<file path="src/rtl/stopwatch_pkg.sv">
// Shared definitions for the stopwatch controller.
//   sw_state_e : controller FSM states
//   TIME_W     : width of the packed BCD time word
//   *_W        : widths of the fields inside the time word
//                {min2, min1, sec2, sec1, pt2, pt1}
package stopwatch_pkg;

  localparam int TIME_W = 23;

  localparam int MIN2_W = 4;
  localparam int MIN1_W = 4;
  localparam int SEC2_W = 4;
  localparam int SEC1_W = 4;
  localparam int PT2_W  = 3;
  localparam int PT1_W  = 4;

  typedef enum logic [2:0] {
    ST_IDLE  = 3'd0,
    ST_RUN   = 3'd1,
    ST_LAP   = 3'd2,
    ST_PAUSE = 3'd3,
    ST_CLEAR = 3'd4
  } sw_state_e;

  // The timer advances in both RUN and LAP; LAP only freezes the display.
  function automatic logic is_counting(input sw_state_e s);
    return (s == ST_RUN) || (s == ST_LAP);
  endfunction

endpackage

</file>
<file path="src/rtl/stopwatch_ctrl_btn_debounce.sv">
// btn_debounce: synchronizes a raw asynchronous button, debounces it and
// emits a one-clk press pulse on the accepted rising edge.
//   clk, rst_n : clock, asynchronous active-low reset
//   btn_raw    : raw button level, active-high, asynchronous
//   press      : one-clk pulse when the debounced level goes 0 -> 1
// The debounced level only flips after DEBOUNCE_CYCLES consecutive
// synchronized samples that differ from it; any sample equal to the
// current level restarts the count. Releases are accepted silently.
module btn_debounce #(
  parameter int DEBOUNCE_CYCLES = 500000
) (
  input  logic clk,
  input  logic rst_n,
  input  logic btn_raw,
  output logic press
);

  localparam int CNT_W = $clog2(DEBOUNCE_CYCLES);
  localparam logic [CNT_W-1:0] CNT_LAST = CNT_W'(DEBOUNCE_CYCLES - 1);

  logic             sync1_q, sync1_d;
  logic             sync2_q, sync2_d;
  logic [CNT_W-1:0] cnt_q, cnt_d;
  logic             level_q, level_d;
  logic             press_q, press_d;

  always_comb begin
    sync1_d = btn_raw;
    sync2_d = sync1_q;
    cnt_d   = cnt_q;
    level_d = level_q;
    press_d = 1'b0;
    if (sync2_q == level_q) begin
      cnt_d = '0;
    end else if (cnt_q == CNT_LAST) begin
      // This sample completes the run of differing samples.
      cnt_d   = '0;
      level_d = sync2_q;
      press_d = sync2_q;
    end else begin
      cnt_d = cnt_q + 1'b1;
    end
  end

  always_ff @(posedge clk or negedge rst_n) begin
    if (!rst_n) begin
      sync1_q <= 1'b0;
      sync2_q <= 1'b0;
      cnt_q   <= '0;
      level_q <= 1'b0;
      press_q <= 1'b0;
    end else begin
      sync1_q <= sync1_d;
      sync2_q <= sync2_d;
      cnt_q   <= cnt_d;
      level_q <= level_d;
      press_q <= press_d;
    end
  end

  assign press = press_q;

endmodule

</file>
<file path="src/rtl/stopwatch_ctrl.sv">
// stopwatch_ctrl: start/stop and lap/reset control for a BCD stopwatch timer.
//   clk, rst_n   : clock, asynchronous active-low reset
//   vga_clk_en   : one-cycle enable strobe shared with the timer
//   btn_ss       : raw start/stop button
//   btn_lr       : raw lap/reset button
//   i_time       : live packed BCD time from the timer
//   cnt_up_pls   : count-up request to the timer (only ever with vga_clk_en)
//   tmr_rst_n    : registered active-low clear to the timer (2 clk in CLEAR)
//   o_disp_time  : lap snapshot while in LAP, otherwise the live time
//   o_running    : RUN or LAP
//   o_lap        : LAP
//   o_state      : current FSM state, for observation
// When both buttons are accepted in the same cycle, start/stop wins.
module stopwatch_ctrl
  import stopwatch_pkg::*;
#(
  parameter int PRESCALE        = 1,
  parameter int DEBOUNCE_CYCLES = 500000
) (
  input  logic              clk,
  input  logic              rst_n,
  input  logic              vga_clk_en,
  input  logic              btn_ss,
  input  logic              btn_lr,
  input  logic [TIME_W-1:0] i_time,
  output logic              cnt_up_pls,
  output logic              tmr_rst_n,
  output logic [TIME_W-1:0] o_disp_time,
  output logic              o_running,
  output logic              o_lap,
  output sw_state_e         o_state
);

  localparam logic [15:0] PRESC_LAST = 16'(PRESCALE - 1);

  logic ss_press;
  logic lr_press;

  btn_debounce #(.DEBOUNCE_CYCLES(DEBOUNCE_CYCLES)) u_deb_ss (
    .clk     (clk),
    .rst_n   (rst_n),
    .btn_raw (btn_ss),
    .press   (ss_press)
  );

  btn_debounce #(.DEBOUNCE_CYCLES(DEBOUNCE_CYCLES)) u_deb_lr (
    .clk     (clk),
    .rst_n   (rst_n),
    .btn_raw (btn_lr),
    .press   (lr_press)
  );

  sw_state_e         state_q, state_d;
  logic [15:0]       presc_q, presc_d;
  logic [TIME_W-1:0] lap_q, lap_d;
  logic              clr_cnt_q, clr_cnt_d;
  logic              tmr_rst_n_q, tmr_rst_n_d;
  logic              running_q, running_d;
  logic              lap_flag_q, lap_flag_d;
  logic              tick;

  assign tick = is_counting(state_q) && vga_clk_en && (presc_q == PRESC_LAST);

  always_comb begin
    state_d   = state_q;
    lap_d     = lap_q;
    clr_cnt_d = 1'b0;

    case (state_q)
      ST_IDLE: begin
        if (ss_press) state_d = ST_RUN;
      end
      ST_RUN: begin
        if (ss_press) begin
          state_d = ST_PAUSE;
        end else if (lr_press) begin
          state_d = ST_LAP;
          lap_d   = i_time;
        end
      end
      ST_LAP: begin
        if (ss_press)      state_d = ST_PAUSE;
        else if (lr_press) state_d = ST_RUN;
      end
      ST_PAUSE: begin
        if (ss_press)      state_d = ST_RUN;
        else if (lr_press) state_d = ST_CLEAR;
      end
      ST_CLEAR: begin
        // Two cycles in CLEAR; button presses are ignored here.
        if (clr_cnt_q) state_d = ST_IDLE;
        else           clr_cnt_d = 1'b1;
      end
      default: state_d = ST_IDLE;
    endcase

    // Prescaler runs only while counting, holds through PAUSE so a resume
    // continues the partial period, and restarts from zero otherwise.
    presc_d = presc_q;
    if (is_counting(state_q)) begin
      if (vga_clk_en) presc_d = tick ? 16'd0 : presc_q + 16'd1;
    end else if (state_q != ST_PAUSE) begin
      presc_d = 16'd0;
    end

    // Status outputs are registered from the next state so they line up
    // with state_q.
    tmr_rst_n_d = (state_d != ST_CLEAR);
    running_d   = is_counting(state_d);
    lap_flag_d  = (state_d == ST_LAP);
  end

  always_ff @(posedge clk or negedge rst_n) begin
    if (!rst_n) begin
      state_q     <= ST_IDLE;
      presc_q     <= 16'd0;
      lap_q       <= '0;
      clr_cnt_q   <= 1'b0;
      tmr_rst_n_q <= 1'b1;
      running_q   <= 1'b0;
      lap_flag_q  <= 1'b0;
    end else begin
      state_q     <= state_d;
      presc_q     <= presc_d;
      lap_q       <= lap_d;
      clr_cnt_q   <= clr_cnt_d;
      tmr_rst_n_q <= tmr_rst_n_d;
      running_q   <= running_d;
      lap_flag_q  <= lap_flag_d;
    end
  end

  assign cnt_up_pls  = tick;
  assign tmr_rst_n   = tmr_rst_n_q;
  assign o_disp_time = (state_q == ST_LAP) ? lap_q : i_time;
  assign o_running   = running_q;
  assign o_lap       = lap_flag_q;
  assign o_state     = state_q;

endmodule

</file>
<file path="config.mk">
export PLATFORM = sky130hd
export DESIGN_NAME = stopwatch_ctrl
export DESIGN_NICKNAME = d
export VERILOG_FILES = /design/src/rtl/stopwatch_pkg.sv /design/src/rtl/stopwatch_ctrl_btn_debounce.sv /design/src/rtl/stopwatch_ctrl.sv
export SDC_FILE = /design/constraint.sdc
export NUM_CORES = 1
export LEC_CHECK = 0
export CORE_MARGIN = 10
export CORE_UTILIZATION = 50
export CTS_BUF_LIST = sky130_fd_sc_hd__clkbuf_16
export DETAILED_ROUTE_END_ITERATION = 12
export GPL_TIMING_DRIVEN = 0
export HOLD_SLACK_MARGIN = 0.05
export PLACE_DENSITY = 0.76
export SLEW_MARGIN = 20
export SYNTH_ARGS = -nofsm -noshare
export SYNTH_HDL_FRONTEND = slang
export SYNTH_SLANG_ARGS = --single-unit
</file>
<file path="constraint.sdc">
create_clock -name clk -period 2.3 [get_ports clk]
set_clock_uncertainty 0.1 [all_clocks]
set_input_delay 0.69 -clock clk [delete_from_list [all_inputs] [get_ports clk]]
set_output_delay 0.69 -clock clk [all_outputs]
set_load 0.005 [all_outputs]
</file>
==> summary.log, run 1 <==
INFO  global_routing via_count_of_the_first_global_routing_pass=3619
INFO  critical_path  worstSetupStartpoint=presc_q[15]
INFO  timing         layout_worst_path_cycle_share=119%
INFO  global_routing wire_length_of_the_first_global_routing_pass=17700um
INFO  cells_and_area filler_cell_count=635
INFO  critical_path  startpoint_type=flop
INFO  clock_network  cts.root.buffer_cell=sky130_fd_sc_hd__clkbuf_16
INFO  clock_network  worstSkewPairLatency=0.35ns
INFO  clock_network  ctsHoldBuffers=0
INFO  yosys          synth_area=4470um^2
INFO  route          viasPerCell=5.60
INFO  placed_design  post-place-ws=-0.737ns
INFO  critical_path  worst-r2r-setup-slack=-0.11ns
INFO  power          intPower=0.00274W
INFO  cells_and_area final_util=68.1%
INFO  cells_and_area insertedDiodeCount=0
INFO  route          route.detailed.wl_per_inst=17.3um
INFO  cells_and_area finish.net_count=544
INFO  die            top_level_ports=58
INFO  timing         finalHoldViolCount=0
INFO  timing         layout_min_cycle_time=2.74ns
INFO  route          drt-initial-drc-count=182
INFO  timing         tns=-6.77ns
INFO  power          worst_ir_drop_vdd=0.506mV
INFO  clock_network  cts.htree.levels=3
INFO  cells_and_area layout.area.seq=2310um^2
INFO  yosys          postSynthCellCount=420
INFO  yosys          postSynthRegisterBits=92
INFO  critical_path  critical_path.reg2reg.endpoint=presc_q[11]
INFO  critical_path  worstRegToRegCells=7
INFO  critical_path  crit_path_max_fanout=4
INFO  cells_and_area multiInputGateArea=2160um^2
INFO  timing         remaining_max_slew_budget_at_the_tightest_pin=47.4%
INFO  placed_design  portBuffers=57
INFO  route          vias=3497
INFO  power          p_per_area=593nW/um^2
INFO  global_routing initial_antenna_violation_count=0
INFO  min_path       worstHoldPathType=in -> async
INFO  global_routing grt_usage=16.7%
INFO  yosys          ys_async_sr_fraction=100%
INFO  power          leakagePower=2.60nW
INFO  timing         final-max-slew-violation-count=0
INFO  die            design.core.area=8720um^2
INFO  clock_network  tritoncts_num_sinks=92
INFO  status         violations=negative setup slack
INFO  yosys          synth-edff-count=0
INFO  die            floorplan.die.width=115um
INFO  power          sw_frac_of_total=22.1%
INFO  power          combinational_group_share_of_total_power=6.5%
INFO  clock_network  clk_transition_reported_paths=0.07ns
INFO  cells_and_area syn2layout_area_growth=32.8%
INFO  yosys          syn-mean-instance-area=10.6um^2
INFO  clock_network  cts.path.max_buffers=2
INFO  timing         grt_setup_unrepaired=yes
INFO  timing         worst_slack=-0.439ns
INFO  timing         worst_pin_slew=0.782ns
INFO  clock_network  tritoncts_clock_tree=yes
INFO  critical_path  crit_type=reg -> out
INFO  yosys          synth_flop_cell=sky130_fd_sc_hd__dfrtp_1
INFO  yosys          yosysUniqueCellTypes=45
INFO  yosys          yosys_warnings=0
INFO  global_routing grt_remaining_overflow=0
INFO  placed_design  place_congestion=0.799
INFO  placed_design  post-dp-hpwl=6820um
INFO  die            initial_core_util=51.2%
INFO  critical_path  critPathCaptureType=output pin
INFO  placed_design  post-place-cells=586
INFO  die            floorplan.die.height=115um
INFO  route          drt_first_pass_iters=7
INFO  critical_path  worst_path_required_time=1.51ns
INFO  power          power_frac_seq=47.5%
INFO  critical_path  rr_startpoint=presc_q[15]
INFO  power          p_sw=0.000777W
INFO  die            dieArea=13100um^2
INFO  critical_path  worstSetupEndpoint=cnt_up_pls
INFO  clock_network  cts_made_buffers=9
INFO  cells_and_area finalNonFillerCells=625
INFO  status         run_status=complete, but fails checks
INFO  timing         fmax=365MHz
INFO  job            timing.max_cap.violations=0
INFO  timing         setup_viol=35
INFO  global_routing grt_max_degree=82
INFO  die            std_cell_rows=34
INFO  route          wirelength=10800um
INFO  cells_and_area post_route_cells_drive_above_1_share=28.4%
INFO  route          ant_nets=0
INFO  route          remaining_drc_errors=0
INFO  critical_path  worstPathArrival=1.95ns
INFO  power          clock_power_share=46.0%
INFO  yosys          synth_nets=452
INFO  yosys          sequential_share_of_the_synthesized_area=51.6%
[cells in the mapped netlist (all sizes together) (8+ instances only)]
library cell | count | area, um^2
nand2 | 23 | 86.3
nand4 | 8 | 50.1
mux2 | 48 | 541
nor3 | 9 | 45.0
nand3 | 23 | 115
xor2 | 20 | 175
a21oi | 12 | 60.1
o21ai | 8 | 40.0
inv | 14 | 52.6
clkbuf | 9 | 38.8
xnor2 | 16 | 140
nor2 | 58 | 218
a31oi | 10 | 62.6
dfrtp | 91 | 2280
[state kept, by name (all words and copies together) (netlist names), 3 cells and up]
name and cells:
presc_q 16, u_deb_lr.cnt_q 19, o_state 3, lap_q 23, u_deb_ss.cnt_q 19
[kinds of logic after synthesis]
family,synth area share [%]
XOR/XNOR,7.06
AND/OR/NAND/NOR,18.9
buffers and inverters,2.77
flip-flops,51.6
adder cells (fa/ha/maj),1.34
multiplexers,12.5
AO/OA/AOI/OAI,5.83
[final cells by class]
type,instances,share of cell area (%)
buffer,13,1.56
clock buffer,9,3.79
clock inverter,7,1.67
inverter,14,0.885
multi-input combinational,298,36.5
sequential,92,38.8
tap,108,2.28
timing repair buffer,84,14.5
[layout by cell type, fill, tap and decap left out, types with 4 or more instances in the layout]
cell | Yosys | final
sky130_fd_sc_hd__buf_4 | 0 | 11
sky130_fd_sc_hd__nand2b_1 | 7 | 6
sky130_fd_sc_hd__nor3_1 | 9 | 7
sky130_fd_sc_hd__nand3_1 | 23 | 23
sky130_fd_sc_hd__or2_2 | 5 | 5
sky130_fd_sc_hd__a21oi_1 | 12 | 12
sky130_fd_sc_hd__buf_2 | 5 | 5
sky130_fd_sc_hd__nor2_1 | 58 | 57
sky130_fd_sc_hd__and3_1 | 5 | 5
sky130_fd_sc_hd__mux2_2 | 48 | 25
sky130_fd_sc_hd__ha_1 | 4 | 4
sky130_fd_sc_hd__nand2_1 | 23 | 23
sky130_fd_sc_hd__a31oi_1 | 10 | 10
sky130_fd_sc_hd__buf_8 | 0 | 4
sky130_fd_sc_hd__mux2_4 | 0 | 23
sky130_fd_sc_hd__nor4_1 | 6 | 4
sky130_fd_sc_hd__xnor2_1 | 16 | 16
sky130_fd_sc_hd__inv_1 | 14 | 14
sky130_fd_sc_hd__buf_6 | 0 | 35
sky130_fd_sc_hd__clkdlybuf4s50_1 | 0 | 32
sky130_fd_sc_hd__xor2_1 | 20 | 20
sky130_fd_sc_hd__clkbuf_16 | 0 | 9
sky130_fd_sc_hd__clkbuf_2 | 1 | 5
sky130_fd_sc_hd__nand4_1 | 8 | 8
sky130_fd_sc_hd__o21ai_0 | 6 | 6
sky130_fd_sc_hd__dfrtp_1 | 91 | 89
[through the flow]
step	total power (W)	instance area, um^2	hold slack [ns]
detailed placement	0.00191	5220	0.235
global placement	0.00190	5190	0.233
finish	0.00352	5940	0.0507
CTS	0.00351	5760	0.0540
floorplan	0.00176	4480	0.231
global route	0.00363	5940	0.0551
[power groups by stage]
stage               combinational [W]  clock, W  sequential [W]
floorplan                   0.0000683         0         0.00170
global placement             0.000201         0         0.00170
detailed placement           0.000212         0         0.00170
CTS                          0.000213   0.00163         0.00167
global route                 0.000251   0.00170         0.00168
finish                       0.000227   0.00162         0.00167
[worst max-delay path, stage by stage (launching register included)]
cell and delay, ns:
sky130_fd_sc_hd__dfrtp_1 0.40, sky130_fd_sc_hd__or4_4 0.52, sky130_fd_sc_hd__or4_4 0.45, sky130_fd_sc_hd__nor3_2 0.11, sky130_fd_sc_hd__buf_2 0.13
[timing repair]
item | in CTS | in global routing
gates resized for setup | 99 | 68
gates cloned | 2 | 0
buffers inserted | 15 | 10
endpoints found under the setup margin | 48 | 57
pin swaps | 2 | 3
[routing by layer]
metal | GRT usage, % | vias up | wire, um
li1 | - | 1654 | -
met1 | 19.4 | 1743 | 4360
met2 | 29.3 | 78 | 5810
met3 | 3.25 | 22 | 431
met4 | 6.60 | 0 | 218
met5 | 0 | - | 0
[worst min path at each step]
stage	end	cells past startpoint
final	presc_q[6]	1
after global routing	presc_q[6]	1
after CTS	presc_q[6]	1
after detailed placement	u_deb_lr.sync2_q	0
after global placement	u_deb_lr.sync2_q	0
after floorplan	u_deb_lr.sync2_q	0
No activity file was read; power rests on OpenSTA's default activity.
==> run 2, diff against run 1 <==
Settings changed: CORE_MARGIN 10 to 1.
==> run 2 against run 1 <==
Compared with the run above:
- combinational power barely moved
- the run still ends with negative setup slack left
- global-route usage rose by 6.3 points
- cell area rose by 2.1%
- via count fell by 0.74%
- count of clock-buffer cells in the layout did not move
- power fell by 3.6%
- maximum frequency fell by 2.1%
- sequential share of layout area fell by 0.80 points
- non-clock buffer count rose by 10
==> summary.log, run 2 (synthesis gave the netlist of run 1 again) <==
INFO  critical_path  critical_path.reg2reg.endpoint=presc_q[2] [was presc_q[11]]
INFO  route          route.detailed.wl_per_inst=16.0um [was 17.3 um]
INFO  power          intPower=0.00263W [was 0.00274 W]
INFO  die            top_level_ports=58 [unchanged]
INFO  clock_network  clk_transition_reported_paths=0.07ns [about the same]
INFO  cells_and_area post_route_cells_drive_above_1_share=29.6% [was 28.4%]
INFO  power          p_sw=0.000760W [was 0.000777 W]
INFO  critical_path  critPathSlowestCell=sky130_fd_sc_hd__or4_4 [unchanged]
INFO  cells_and_area most_frequent_cells_in_the_layout=sky130_fd_sc_hd__dfrtp_1 (89), sky130_fd_sc_hd__nor2_1 (57), sky130_fd_sc_hd__buf_6 (52) [was sky130_fd_sc_hd__dfrtp_1 (89), sky130_fd_sc_hd__nor2_1 (57), sky130_fd_sc_hd__buf_6 (35)]
INFO  clock_network  cts_made_buffers=9 [unchanged]
INFO  cells_and_area insertedDiodeCount=0 [unchanged]
INFO  placed_design  post-place-ws=-0.679ns [was -0.737 ns]
INFO  clock_network  cts.path.max_buffers=2 [unchanged]
INFO  timing         layout_min_cycle_time=2.80ns [was 2.74 ns]
INFO  route          remaining_drc_errors=0 [unchanged]
INFO  global_routing wire_length_of_the_first_global_routing_pass=16500um [was 17700 um]
INFO  critical_path  critPathMostFrequentCell=sky130_fd_sc_hd__or4_4 [unchanged]
INFO  critical_path  worst-r2r-setup-slack=-0.07ns [was -0.11 ns]
INFO  timing         worst_slack=-0.499ns [was -0.439 ns]
INFO  placed_design  portBuffers=57 [unchanged]
INFO  clock_network  tritoncts_clock_tree=yes [unchanged]
INFO  clock_network  cts.htree.levels=3 [unchanged]
INFO  power          p_per_area=560nW/um^2 [was 593 nW/um^2]
INFO  critical_path  worstPathCellList=or4_4, or4_4, nor3_4, buf_2 [was or4_4, or4_4, nor3_2, buf_2]
INFO  die            design.core.area=8680um^2 [was 8720 um^2]
INFO  critical_path  crit_type=reg -> out [unchanged]
INFO  power          combinational_group_share_of_total_power=6.8% [was 6.5%]
INFO  job            timing.max_cap.violations=0 [unchanged]
INFO  critical_path  critPathTopFamily=simple AND/OR/NAND/NOR gates [unchanged]
INFO  cells_and_area largest_register_ffs=23 [unchanged]
INFO  route          ant_nets=0 [unchanged]
INFO  global_routing grt_max_degree=73 [was 82]
INFO  power          worst_ir_drop_vdd=0.370mV [was 0.506 mV]
INFO  timing         remaining_max_slew_budget_at_the_tightest_pin=53.9% [was 47.4%]
INFO  critical_path  critPathCaptureType=output pin [unchanged]
INFO  die            std_cell_rows=34 [unchanged]
INFO  critical_path  worst_path_required_time=1.51ns [about the same]
INFO  die            floorplan.die.width=96.5um [was 115 um]
INFO  global_routing via_count_of_the_first_global_routing_pass=3490 [was 3619]
INFO  placed_design  place_congestion=0.841 [was 0.799]
INFO  critical_path  crit_path_max_fanout=2 [was 4]
INFO  clock_network  ctsHoldBuffers=0 [unchanged]
INFO  status         violations=negative setup slack [unchanged]
INFO  clock_network  cts.root.buffer_cell=sky130_fd_sc_hd__clkbuf_16 [unchanged]
INFO  power          leakagePower=2.66nW [was 2.60 nW]
INFO  timing         layout_worst_path_cycle_share=122% [was 119%]
INFO  status         run_status=complete, but fails checks [unchanged]
INFO  clock_network  worstSkewPairLatency=0.34ns [was 0.35 ns]
INFO  timing         worst_hold_slack=0.0804ns [was 0.0507 ns]
INFO  die            dieArea=9320um^2 [was 13100 um^2]
INFO  cells_and_area syn2layout_area_growth=35.6% [was 32.8%]
INFO  global_routing grt_remaining_overflow=0 [unchanged]
INFO  timing         finalHoldViolCount=0 [unchanged]
INFO  die            floorplan.die.height=96.5um [was 115 um]
INFO  cells_and_area mostFrequentLayoutCell=sky130_fd_sc_hd__dfrtp_1 [unchanged]
INFO  power          clock_power_share=44.0% [was 46.0%]
INFO  cells_and_area reg_top3=lap_q x23, u_deb_lr.cnt_q x19, u_deb_ss.cnt_q x19 [unchanged]
INFO  clock_network  tritoncts_num_sinks=92 [unchanged]
INFO  global_routing initial_antenna_violation_count=0 [unchanged]
INFO  critical_path  startpoint_type=flop [unchanged]
INFO  route          viasPerCell=5.47 [was 5.60]
INFO  route          drt_first_pass_iters=4 [was 7]
INFO  global_routing grt_usage=23.0% [was 16.7%]
INFO  min_path       worstHoldPathType=in -> async [unchanged]
INFO  route          wirelength=10100um [was 10800 um]
INFO  power          power_frac_seq=49.2% [was 47.5%]
INFO  cells_and_area registers.top_by_ff_count=lap_q [unchanged]
INFO  placed_design  post-dp-hpwl=6170um [was 6820 um]
INFO  route          vias=3471 [was 3497]
INFO  route          drt-initial-drc-count=119 [was 182]
INFO  timing         worst_pin_slew=0.686ns [was 0.782 ns]
INFO  power          sw_frac_of_total=22.4% [was 22.1%]
INFO  timing         setup_viol=35 [unchanged]
INFO  timing         grt_setup_unrepaired=yes [unchanged]
INFO  critical_path  critical_path.n_buffers_inverters=1 [unchanged]
INFO  cells_and_area finish.net_count=554 [was 544]
INFO  critical_path  worstRegToRegCells=6 [was 7]
INFO  critical_path  rr_startpoint=presc_q[8] [was presc_q[15]]
INFO  timing         final-max-slew-violation-count=0 [unchanged]
INFO  die            initial_core_util=51.5% [was 51.2%]
INFO  critical_path  worstPathArrival=2.01ns [was 1.95 ns]
INFO  timing         fmax=357MHz [was 365 MHz]
INFO  critical_path  timing.critical_path.slowest_cell_delay=0.54ns [was 0.52 ns]
run 2: cell count changes in the layout (fill, tap and decap cells not counted):
| cell | previous run | this run |
|---|---|---|
| sky130_fd_sc_hd__clkbuf_2 | 5 | 1 |
| sky130_fd_sc_hd__nor3_2 | 2 | 0 |
| sky130_fd_sc_hd__nor3_4 | 0 | 1 |
| sky130_fd_sc_hd__nor3_1 | 7 | 8 |
| sky130_fd_sc_hd__bufinv_16 | 2 | 1 |
| sky130_fd_sc_hd__buf_4 | 11 | 8 |
| sky130_fd_sc_hd__clkinv_2 | 1 | 2 |
| sky130_fd_sc_hd__buf_6 | 35 | 52 |
run 2: area by class of cell:
type / count / area (um^2)
Multi-Input combinational cell: 298 / 2170
Buffer: 11 / 73.8
Clock buffer: 9 / 225
Tap cell: 108 / 135
Fill cell: 632 / 2620
Clock inverter: 7 / 73.8
Inverter: 14 / 52.6
Timing Repair Buffer: 96 / 1030
Sequential cell: 92 / 2310
run 2: worst max path at each step:
stage	start	to	cells after the start
finish	presc_q[8]	cnt_up_pls	4
global route	presc_q[8]	cnt_up_pls	4
CTS	presc_q[15]	cnt_up_pls	4
detailed placement	vga_clk_en	cnt_up_pls	4
global placement	rst_n	u_deb_ss.cnt_q[8]	1
floorplan	presc_q[8]	cnt_up_pls	3
run 2: repair_timing:
action | 4_1_cts | 5_1_grt
cloned | 2 | 0
setup buffers | 33 | 13
endpoints found under the setup margin | 51 | 41
pin swaps | 4 | 3
resized for setup | 170 | 25
run 2: stage by stage:
step           instances  area [um^2]  util (%)  power (W)  TNS [ns]
2_1_floorplan        420         4480         -    0.00176         0
3_3_place_gp         585         5190      59.8    0.00190   -281.92
3_5_place_dp         586         5220      60.1    0.00191    -19.48
4_1_cts              633         5990      69.0    0.00340     -8.94
5_1_grt              635         6060      69.8    0.00351    -10.91
6_report             635         6060      69.8    0.00339     -8.44
run 2: routing by layer:
layer  wire length, um  vias to the layer above  GRT usage, %
met4               147                        0          8.21
met1              4260                     1706          29.1
met5                 0                        -             0
met3               443                       18          3.13
li1                  -                     1667             -
met2              5280                       80          40.3
run 2: power groups by stage:
stage	Clock [W]	Sequential [W]	Combinational, W
3_5_place_dp	0	0.00170	0.000210
2_1_floorplan	0	0.00170	0.0000683
6_report	0.00149	0.00167	0.000229
3_3_place_gp	0	0.00170	0.000199
5_1_grt	0.00159	0.00167	0.000252
4_1_cts	0.00151	0.00167	0.000224
